===== config.mk =====
export PLATFORM = sky130hd
export DESIGN_NAME = instr_issuer
export DESIGN_NICKNAME = d
export VERILOG_FILES = /design/src/rtl/issuer_pkg.sv /design/src/rtl/instr_fifo.sv /design/src/rtl/instr_issuer.sv
export SDC_FILE = /design/constraint.sdc
export NUM_CORES = 1
export LEC_CHECK = 0
export CORE_MARGIN = 2
export CORE_UTILIZATION = 47
export DETAILED_ROUTE_END_ITERATION = 8
export PLACE_DENSITY_LB_ADDON = 0.25
export RECOVER_POWER = 25
export SETUP_SLACK_MARGIN = 0.2
export SLEW_MARGIN = 30
export SYNTH_ARGS = -nofsm -noshare
export SYNTH_HDL_FRONTEND = slang
export SYNTH_SLANG_ARGS = --single-unit

===== constraint.sdc =====
create_clock -name clk_i -period 4.61 [get_ports clk_i]
set_input_delay 0.461 -clock clk_i [delete_from_list [all_inputs] [get_ports clk_i]]
set_output_delay 0.461 -clock clk_i [all_outputs]
set_load 0.02 [all_outputs]

===== src/rtl/issuer_pkg.sv =====
// Shared constants for the instruction issuer: word width, processor opcodes
// and the issuer FSM state encoding.
package issuer_pkg;

    localparam int INSTR_W = 16;

    localparam logic [2:0] OP_MV  = 3'b000;
    localparam logic [2:0] OP_MVT = 3'b001;
    localparam logic [2:0] OP_ADD = 3'b010;
    localparam logic [2:0] OP_SUB = 3'b011;

    localparam logic [1:0] ST_IDLE  = 2'd0;
    localparam logic [1:0] ST_ISSUE = 2'd1;
    localparam logic [1:0] ST_WAIT  = 2'd2;

endpackage


===== src/rtl/instr_fifo.sv =====
// Synchronous instruction FIFO with a combinational head view so the issuer
// can latch the word in the same cycle it pops it.
module instr_fifo #(
    parameter int DEPTH = 8,
    parameter int W     = 16
) (
    input  logic         clk_i,
    input  logic         rst_ni,
    input  logic         push_i,
    input  logic [W-1:0] data_i,
    input  logic         pop_i,
    output logic [W-1:0] head_o,
    output logic         full_o,
    output logic         empty_o
);
    localparam int AW = $clog2(DEPTH);

    logic [W-1:0]  mem_q [DEPTH];
    logic [AW-1:0] wr_ptr_q;
    logic [AW-1:0] rd_ptr_q;
    logic [AW:0]   count_q;
    logic          do_push;
    logic          do_pop;

    assign full_o  = (count_q == (AW+1)'(DEPTH));
    assign empty_o = (count_q == '0);
    assign head_o  = mem_q[rd_ptr_q];

    // A full FIFO still accepts a write when a slot is freed in the same cycle.
    assign do_pop  = pop_i && !empty_o;
    assign do_push = push_i && (!full_o || do_pop);

    always_ff @(posedge clk_i) begin
        if (do_push) begin
            mem_q[wr_ptr_q] <= data_i;
        end
    end

    always_ff @(posedge clk_i or negedge rst_ni) begin
        if (!rst_ni) begin
            wr_ptr_q <= '0;
            rd_ptr_q <= '0;
            count_q  <= '0;
        end else begin
            if (do_push) begin
                wr_ptr_q <= wr_ptr_q + 1'b1;
            end
            if (do_pop) begin
                rd_ptr_q <= rd_ptr_q + 1'b1;
            end
            if (do_push && !do_pop) begin
                count_q <= count_q + 1'b1;
            end else if (do_pop && !do_push) begin
                count_q <= count_q - 1'b1;
            end
        end
    end

endmodule


===== src/rtl/instr_issuer.sv =====
// Host-side driver for the simple processor: buffers instruction words and issues
// them one at a time on din/run, waiting for done (with timeout) after each.
module instr_issuer
    import issuer_pkg::*;
#(
    parameter int DEPTH   = 8,
    parameter int TIMEOUT = 32
) (
    input  logic               clk_i,
    input  logic               rst_ni,
    input  logic               wr_en_i,
    input  logic [INSTR_W-1:0] wr_data_i,
    output logic               full_o,
    output logic               empty_o,
    input  logic               start_i,
    output logic               busy_o,
    output logic [INSTR_W-1:0] din_o,
    output logic               run_o,
    input  logic               done_i,
    input  logic [INSTR_W-1:0] op_i,
    output logic [INSTR_W-1:0] result_o,
    output logic               result_valid_o,
    output logic               timeout_err_o,
    output logic [7:0]         issued_cnt_o
);
    localparam int TW = $clog2(TIMEOUT) + 1;
    localparam logic [TW-1:0] TIMER_LAST = TW'(TIMEOUT - 1);

    logic [1:0]         state_q, state_d;
    logic [INSTR_W-1:0] din_q, din_d;
    logic [INSTR_W-1:0] result_q, result_d;
    logic               rv_q, rv_d;
    logic               to_q, to_d;
    logic [7:0]         cnt_q, cnt_d;
    logic [TW-1:0]      timer_q, timer_d;
    logic               pop;
    logic [INSTR_W-1:0] head;
    logic               fifo_empty;
    logic               fifo_full;

    instr_fifo #(
        .DEPTH (DEPTH),
        .W     (INSTR_W)
    ) u_fifo (
        .clk_i   (clk_i),
        .rst_ni  (rst_ni),
        .push_i  (wr_en_i),
        .data_i  (wr_data_i),
        .pop_i   (pop),
        .head_o  (head),
        .full_o  (fifo_full),
        .empty_o (fifo_empty)
    );

    always_comb begin
        state_d  = state_q;
        din_d    = din_q;
        result_d = result_q;
        rv_d     = 1'b0;
        to_d     = to_q;
        cnt_d    = cnt_q;
        timer_d  = timer_q;
        pop      = 1'b0;
        case (state_q)
            ST_IDLE: begin
                if (start_i) begin
                    to_d  = 1'b0;
                    cnt_d = '0;
                    if (!fifo_empty) begin
                        pop     = 1'b1;
                        din_d   = head;
                        state_d = ST_ISSUE;
                    end
                end
            end
            ST_ISSUE: begin
                timer_d = '0;
                state_d = ST_WAIT;
            end
            ST_WAIT: begin
                if (done_i) begin
                    result_d = op_i;
                    rv_d     = 1'b1;
                    cnt_d    = cnt_q + 8'd1;
                    if (!fifo_empty) begin
                        pop     = 1'b1;
                        din_d   = head;
                        state_d = ST_ISSUE;
                    end else begin
                        state_d = ST_IDLE;
                    end
                end else if (timer_q == TIMER_LAST) begin
                    // Abort leaves the rest of the program queued for a later start.
                    to_d    = 1'b1;
                    state_d = ST_IDLE;
                end else begin
                    timer_d = timer_q + 1'b1;
                end
            end
            default: state_d = ST_IDLE;
        endcase
    end

    always_ff @(posedge clk_i or negedge rst_ni) begin
        if (!rst_ni) begin
            state_q  <= ST_IDLE;
            din_q    <= '0;
            result_q <= '0;
            rv_q     <= 1'b0;
            to_q     <= 1'b0;
            cnt_q    <= '0;
            timer_q  <= '0;
        end else begin
            state_q  <= state_d;
            din_q    <= din_d;
            result_q <= result_d;
            rv_q     <= rv_d;
            to_q     <= to_d;
            cnt_q    <= cnt_d;
            timer_q  <= timer_d;
        end
    end

    assign full_o         = fifo_full;
    assign empty_o        = fifo_empty;
    assign busy_o         = (state_q != ST_IDLE);
    assign run_o          = (state_q == ST_ISSUE);
    assign din_o          = din_q;
    assign result_o       = result_q;
    assign result_valid_o = rv_q;
    assign timeout_err_o  = to_q;
    assign issued_cnt_o   = cnt_q;

endmodule


Yosys cells after proc, flatten, opt, wreduce, memory -nomap -nowiden

Memories as Yosys holds them, arrays and structs flattened.
Index checks and enable logic that the tools add are counted.

Latch bits: 0
Output and inout bits: 46
Logic and storage cells: 78
Input port bits: 37
Bits in writable memories: 128
Register bits after elaboration: 60
Memories kept: 1
Bits in read-only memories: 0

Magnitude comparators: 0
Equal/unequal tests: 11
$add $sub $neg: 6
Bitwise operators: 0
Multiplexer cells: 30
Shift-type cells: 0
$mul: 0
Div/mod/pow operators: 0
Reductions and logical operators: 20

Memory list:

| name         | words | width | read ports | clocked after Yosys merged registers in | wr ports | line             | source |
|---|---|---|---|---|---|---|---|
| u_fifo.mem_q | 8     | 16    | 1          | 0                                       | 1        | instr_fifo.sv:18 | `logic [W-1:0] mem_q [DEPTH];` |

Operators with widths:

| kind                  | number |
|---|---|
| $mux W16              | 3 |
| $pmux W16 S2          | 1 |
| $mux W8               | 2 |
| $pmux W8 S2           | 1 |
| $mux W6               | 2 |
| $ne A2 B2 Y1 const B  | 6 |
| $pmux W6 S2           | 1 |
| $mux W1               | 11 |
| $reduce_and A3 Y1     | 3 |
| $add A8 B1 Y8 const B | 1 |
| $mux W2               | 4 |
| $mux W4               | 2 |
| $reduce_bool A2 Y1    | 4 |
| $add A3 B1 Y3 const B | 2 |
| $add A6 B1 Y6 const B | 1 |
| $eq A6 B5 Y1 const B  | 1 |
| $pmux W2 S3           | 1 |
| $add A4 B1 Y4 const B | 1 |
| $eq A4 B4 Y1 const B  | 1 |
| $logic_and A1 B1 Y1   | 4 |
| $logic_not A1 Y1      | 4 |
| $logic_not A4 Y1      | 1 |
| $pmux W1 S2           | 2 |
| $reduce_and A4 Y1     | 1 |
| other kinds (7)       | 7 |

Logic depth before layout (Yosys ltp)

Word-level depth: 11
Gate-level depth with buffers: 12

Modules after synthesis

From an unflattened synthesis, not the netlist that was laid out.

Cells, all modules: 420
Area, all modules: 7642.3 um^2

By module, submodules not included:

| module       | cells an instance | area each (um^2) | instances | seq. area each (um^2) |
|---|---|---|---|---|
| instr_fifo   | 249               | 5456.5           | 1         | 4093.9 |
| instr_issuer | 171               | 2185.8           | 1         | 1251.2 |

Least setup slack after synthesis

No wires, ideal clock.

Path kind: register to register
From: reg u_fifo.count_q[1]
To: reg u_fifo.count_q[3]
Cell stages (with the launch flop): 11
Data required time: 4.474 ns
Setup slack: 1.737 ns
Arrival time: 2.737 ns
Cells stage by stage: dfrtp_1 > nor4b_2 > o21ai_0 > nand2_1 > inv_1 > ha_1 > inv_1 > ha_1 > a21o_1 > a2111oi_0 > o31ai_1

Elaborated cells between the ends (all ways): 20

RTL lines:

| item                         | line               | source |
|---|---|---|
| start: declaration           | instr_fifo.sv:21   | `logic [AW:0] count_q;` |
| start signal: assignment     | instr_fifo.sv:52   | `count_q <= count_q + 1'b1;` |
| start signal: assignment     | instr_fifo.sv:54   | `count_q <= count_q - 1'b1;` |
| $eq A4 B4 Y1 *               | instr_fifo.sv:25   | `assign full_o = (count_q == (AW+1)'(DEPTH));` |
| named net full_o             | instr_issuer.sv:13 | `output logic full_o,` |
| $logic_not A1 Y1 *           | instr_fifo.sv:31   | `assign do_push = push_i && (!full_o \|\| do_pop);` |
| $logic_or A1 B1 Y1 *         | instr_fifo.sv:31   |  |
| $logic_and A1 B1 Y1 *        | instr_fifo.sv:31   |  |
| named net u_fifo.do_push     | instr_fifo.sv:22   | `logic do_push;` |
| $logic_not A1 Y1             | instr_fifo.sv:53   | `end else if (do_pop && !do_push) begin` |
| $logic_and A1 B1 Y1          | instr_fifo.sv:53   |  |
| $reduce_bool A2 Y1 (no line) | -                  |  |

Mark *: on every way through the listed nets, which the timed path passes. The rest lies on a longest branch. The select of a mux whose other input is x is not followed.
A chain may end at the register's enable or synchronous reset.

Worst setup path in the final report

From: reg state_q[1]
To: reg u_fifo.count_q[3]

Longest elaborated chain between the ends: 8
Elaborated cells between the ends (all ways): 12

Ends and longest elaborated chain:

| item                                             | line                | source |
|---|---|---|
| start: declaration                               | instr_issuer.sv:29  | `logic [1:0] state_q, state_d;` |
| start signal: assignment                         | instr_issuer.sv:114 | `state_q <= state_d;` |
| $eq A2 B2 Y1 or $logic_not A2 Y1 (tied branches) | instr_issuer.sv:64  | `case (state_q)` |
| $pmux W1 S2 *                                    | instr_issuer.sv:64  |  |
| $logic_and A1 B1 Y1 *                            | instr_fifo.sv:30    | `assign do_pop = pop_i && !empty_o;` |
| $logic_or A1 B1 Y1 *                             | instr_fifo.sv:31    |  |
| $logic_and A1 B1 Y1 *                            | instr_fifo.sv:31    |  |
| named net u_fifo.do_push                         | instr_fifo.sv:22    |  |
| $logic_not A1 Y1                                 | instr_fifo.sv:53    |  |
| $logic_and A1 B1 Y1                              | instr_fifo.sv:53    |  |
| $reduce_bool A2 Y1 (no line)                     | -                   |  |

Mark *: on every way through the listed nets, which the timed path passes. The rest lies on a longest branch.

==> run summary <==
share of cells above drive strength 1: 19.41%
sequential power share: 44.0%
die area: 16940 um^2
distinct cell type count after synthesis: 48
Final Cycle Share: 72.39%
Logic pwr share: 31.3%
final non-filler cell area: 9175 um^2
cts repair resizes: 0
Worst Path Required: 4.90 ns
Seq/Total Area, Yosys: 71.44%
CTS tree: yes
setup_tns: 0 ns
largest net degree at the start of global routing: 61
worst vdd ir: 327.5 uV
commonest non-fill, non-tap cell in the layout: edfxtp_1
max-slew violations: 0
PwrDens: 641.2 nW/um^2
Fillers: 1237
Setup Viol. Count Final: 0
Net Sw Frac: 31.62%
RSZ-0062 raised after global routing: no
Async S/R FF share, synth: 31.91%
vias in the first global route: 4242
Fmax: 299.7 MHz
clock edge transition at the registers on the reported setup and hold paths: 0.06 ns
antenna violations before repair: 0
Detail Route Antenna Nets: 0
skew final: 0.008189 ns
first-pass GRT wire length: 22.70 mm
Synth top area share: 51.37%
Sw Pwr: 1.860 mW
ys flop type: edfxtp_1
Clk network pwr share: 24.7%
syn_area_per_cell: 17.28 um^2
Ys Warns: 0
Post-CTS Setup Bufs: 0
GP Congestion: 0.7548
1st-iter DRT viols: 200
later-pin clock latency in the skew report: 0.43 ns
root buf cell: clkbuf_16
CTS buffer count: 17
MaxCap Viol Count: 0
router iterations before antenna repair: 4
Cell Area, Placed: 8586 um^2
core footprint: 15710 um^2
multi-input logic area: 2016 um^2
dpl cells: 725
Min-Delay Path Class: input pin to asynchronous set/reset pin
Slew @ Worst Pin: 0.8761 ns
non-filler cells, final: 757
Internal: 4.023 mW
Mapped Cells: 433
Worst R2R End: u_fifo.count_q[3]
peak fanout along the critical path: 11
Top-Level Pins: 83
Final Util: 58.39%
Die Wd: 130.2 um
outcome: complete, no violations
most frequent cells in the layout: edfxtp_1, clkdlybuf4s50_1, dfrtp_1, nor2_1, mux4_2
via count: 4062
WL/cell: 18.73 um
Port Buffer Count: 82
Leak: 3.267 nW
hpwl dp: 8.737 mm
DIE HEIGHT: 130.2 um
Net count, final: 573
largest cells by area after synthesis: edfxtp_1, dfrtp_1, mux4_2
R2R Path Start: state_q[1]
Post-route DRC: 0
Netlist Area Pre-Place: 7482 um^2
syn nets: 478
largest area contributor in the netlist: edfxtp_1
total clock sinks: 188
min Tclk post-route: 3.337 ns
FF/Latch Area: 5349 um^2
H-tree depth: 4
Avg Vias per Cell: 5.366
CP Launch Type: flip-flop
cells on worst reg2reg path: 10
drt total wl: 14.18 mm
CTS Hold Buffers Added: 0
gr ovfl total: 0
row cnt: 46
Antenna Cells: 0
Tot GR Track Use: 18.24%
Syn-to-layout area delta: 22.63%
CTS max path bufs: 2
initial core utilization: 47.62%
Slew HR: 41.59%
Worst setup EP type: flip-flop
Post-synth EDFFs: 128
Final Hold Viols: 0
number of synthesized register bits: 188
Worst EP arrival: 3.63 ns
Crit Path Category: flip-flop to flip-flop
Reg2Reg Setup Slack: 1.27 ns
[through the flow]
step,setup WS (ns),power (mW),hold slack (ns)
after global routing,1.022,6.223,0.2816
after global placement,0.8967,4.435,0.4786
final,1.273,5.883,0.2072
after detailed placement,0.7011,4.503,0.4926
after floorplan,1.737,3.773,0.1654
after CTS,1.056,5.952,0.2512
[worst max-delay path by stage]
stage / cells after the start / slack, ns / to / from
6_report: 10 / 1.27 / u_fifo.count_q[3] / state_q[1]
5_1_grt: 10 / 1.02 / u_fifo.count_q[3] / state_q[1]
4_1_cts: 10 / 1.06 / u_fifo.count_q[3] / state_q[1]
3_5_place_dp: 12 / 0.70 / u_fifo.count_q[3] / done_i
3_3_place_gp: 11 / 0.90 / u_fifo.count_q[3] / done_i
2_1_floorplan: 10 / 1.74 / u_fifo.count_q[3] / u_fifo.count_q[1]
[power groups by stage]
stage | clock network [mW] | logic [mW] | registers, mW
finish | 1.45 | 1.84 | 2.59
global route | 1.55 | 2.01 | 2.66
CTS | 1.48 | 1.87 | 2.60
detailed placement | 0 | 1.87 | 2.64
global placement | 0 | 1.82 | 2.61
floorplan | 0 | 1.20 | 2.58
[flip-flops by register name, summed over array words and instances (netlist names)]
signal and flops:
u_fifo.mem_q 128, din_o 16, result_o 16, issued_cnt_o 8, timer_q 6, u_fifo.count_q 4, u_fifo.rd_ptr_q 3, u_fifo.wr_ptr_q 3
state_q 2, result_valid_o 1, timeout_err_o 1
[cells by family after synthesis]
family,share of synthesized area [%]
XOR/XNOR,1.288
AND/OR/NAND/NOR,5.769
multiplexers,14.90
AO/OA/AOI/OAI,3.361
flip-flops,71.44
buffers and inverters,1.806
adder cells (fa/ha/maj),1.438
[cell type report]
| type | count | share of cell area, % |
|---|---|---|
| Timing Repair Buffer | 96 | 10.04 |
| Clock buffer | 21 | 4.800 |
| Inverter | 9 | 0.3682 |
| Multi-Input combinational cell | 216 | 21.97 |
| Tap cell | 216 | 2.946 |
| Clock inverter | 11 | 1.582 |
| Sequential cell | 188 | 58.30 |
[critical path, cell delays in order, from the launching register on]
cell	delay, ns
dfrtp_1	0.58
mux2i_2	0.63
o21ai_0	0.30
nand2_1	0.21
inv_1	0.07
ha_1	0.22
inv_1	0.16
ha_1	0.26
a21o_1	0.19
a2111oi_0	0.44
o31ai_1	0.14
[synth_stat cells (2+ instances only)]
cell type	count
nand2_1	15
inv_1	8
nand4_1	2
ha_1	7
buf_4	4
xnor2_1	10
nor2_1	32
nand4b_1	2
nand3_1	5
and3_1	2
o311ai_0	2
buf_2	8
mux2_2	18
clkbuf_1	6
a21oi_1	23
nand2b_1	2
mux2i_1	18
edfxtp_1	128
dfrtp_1	60
nor4_1	3
nand3b_1	2
o21ai_0	11
nor3_1	9
mux4_2	32
[layer usage]
metal / wire (um) / vias to the layer above / global-route usage (%)
met3: 710 / 23 / 4.264
met5: 0 / - / 0
met4: 325 / 0 / 7.717
li1: - / 1850 / -
met1: 6119 / 2066 / 22.97
met2: 7021 / 123 / 30.61
(Power assumes the default switching activity.)
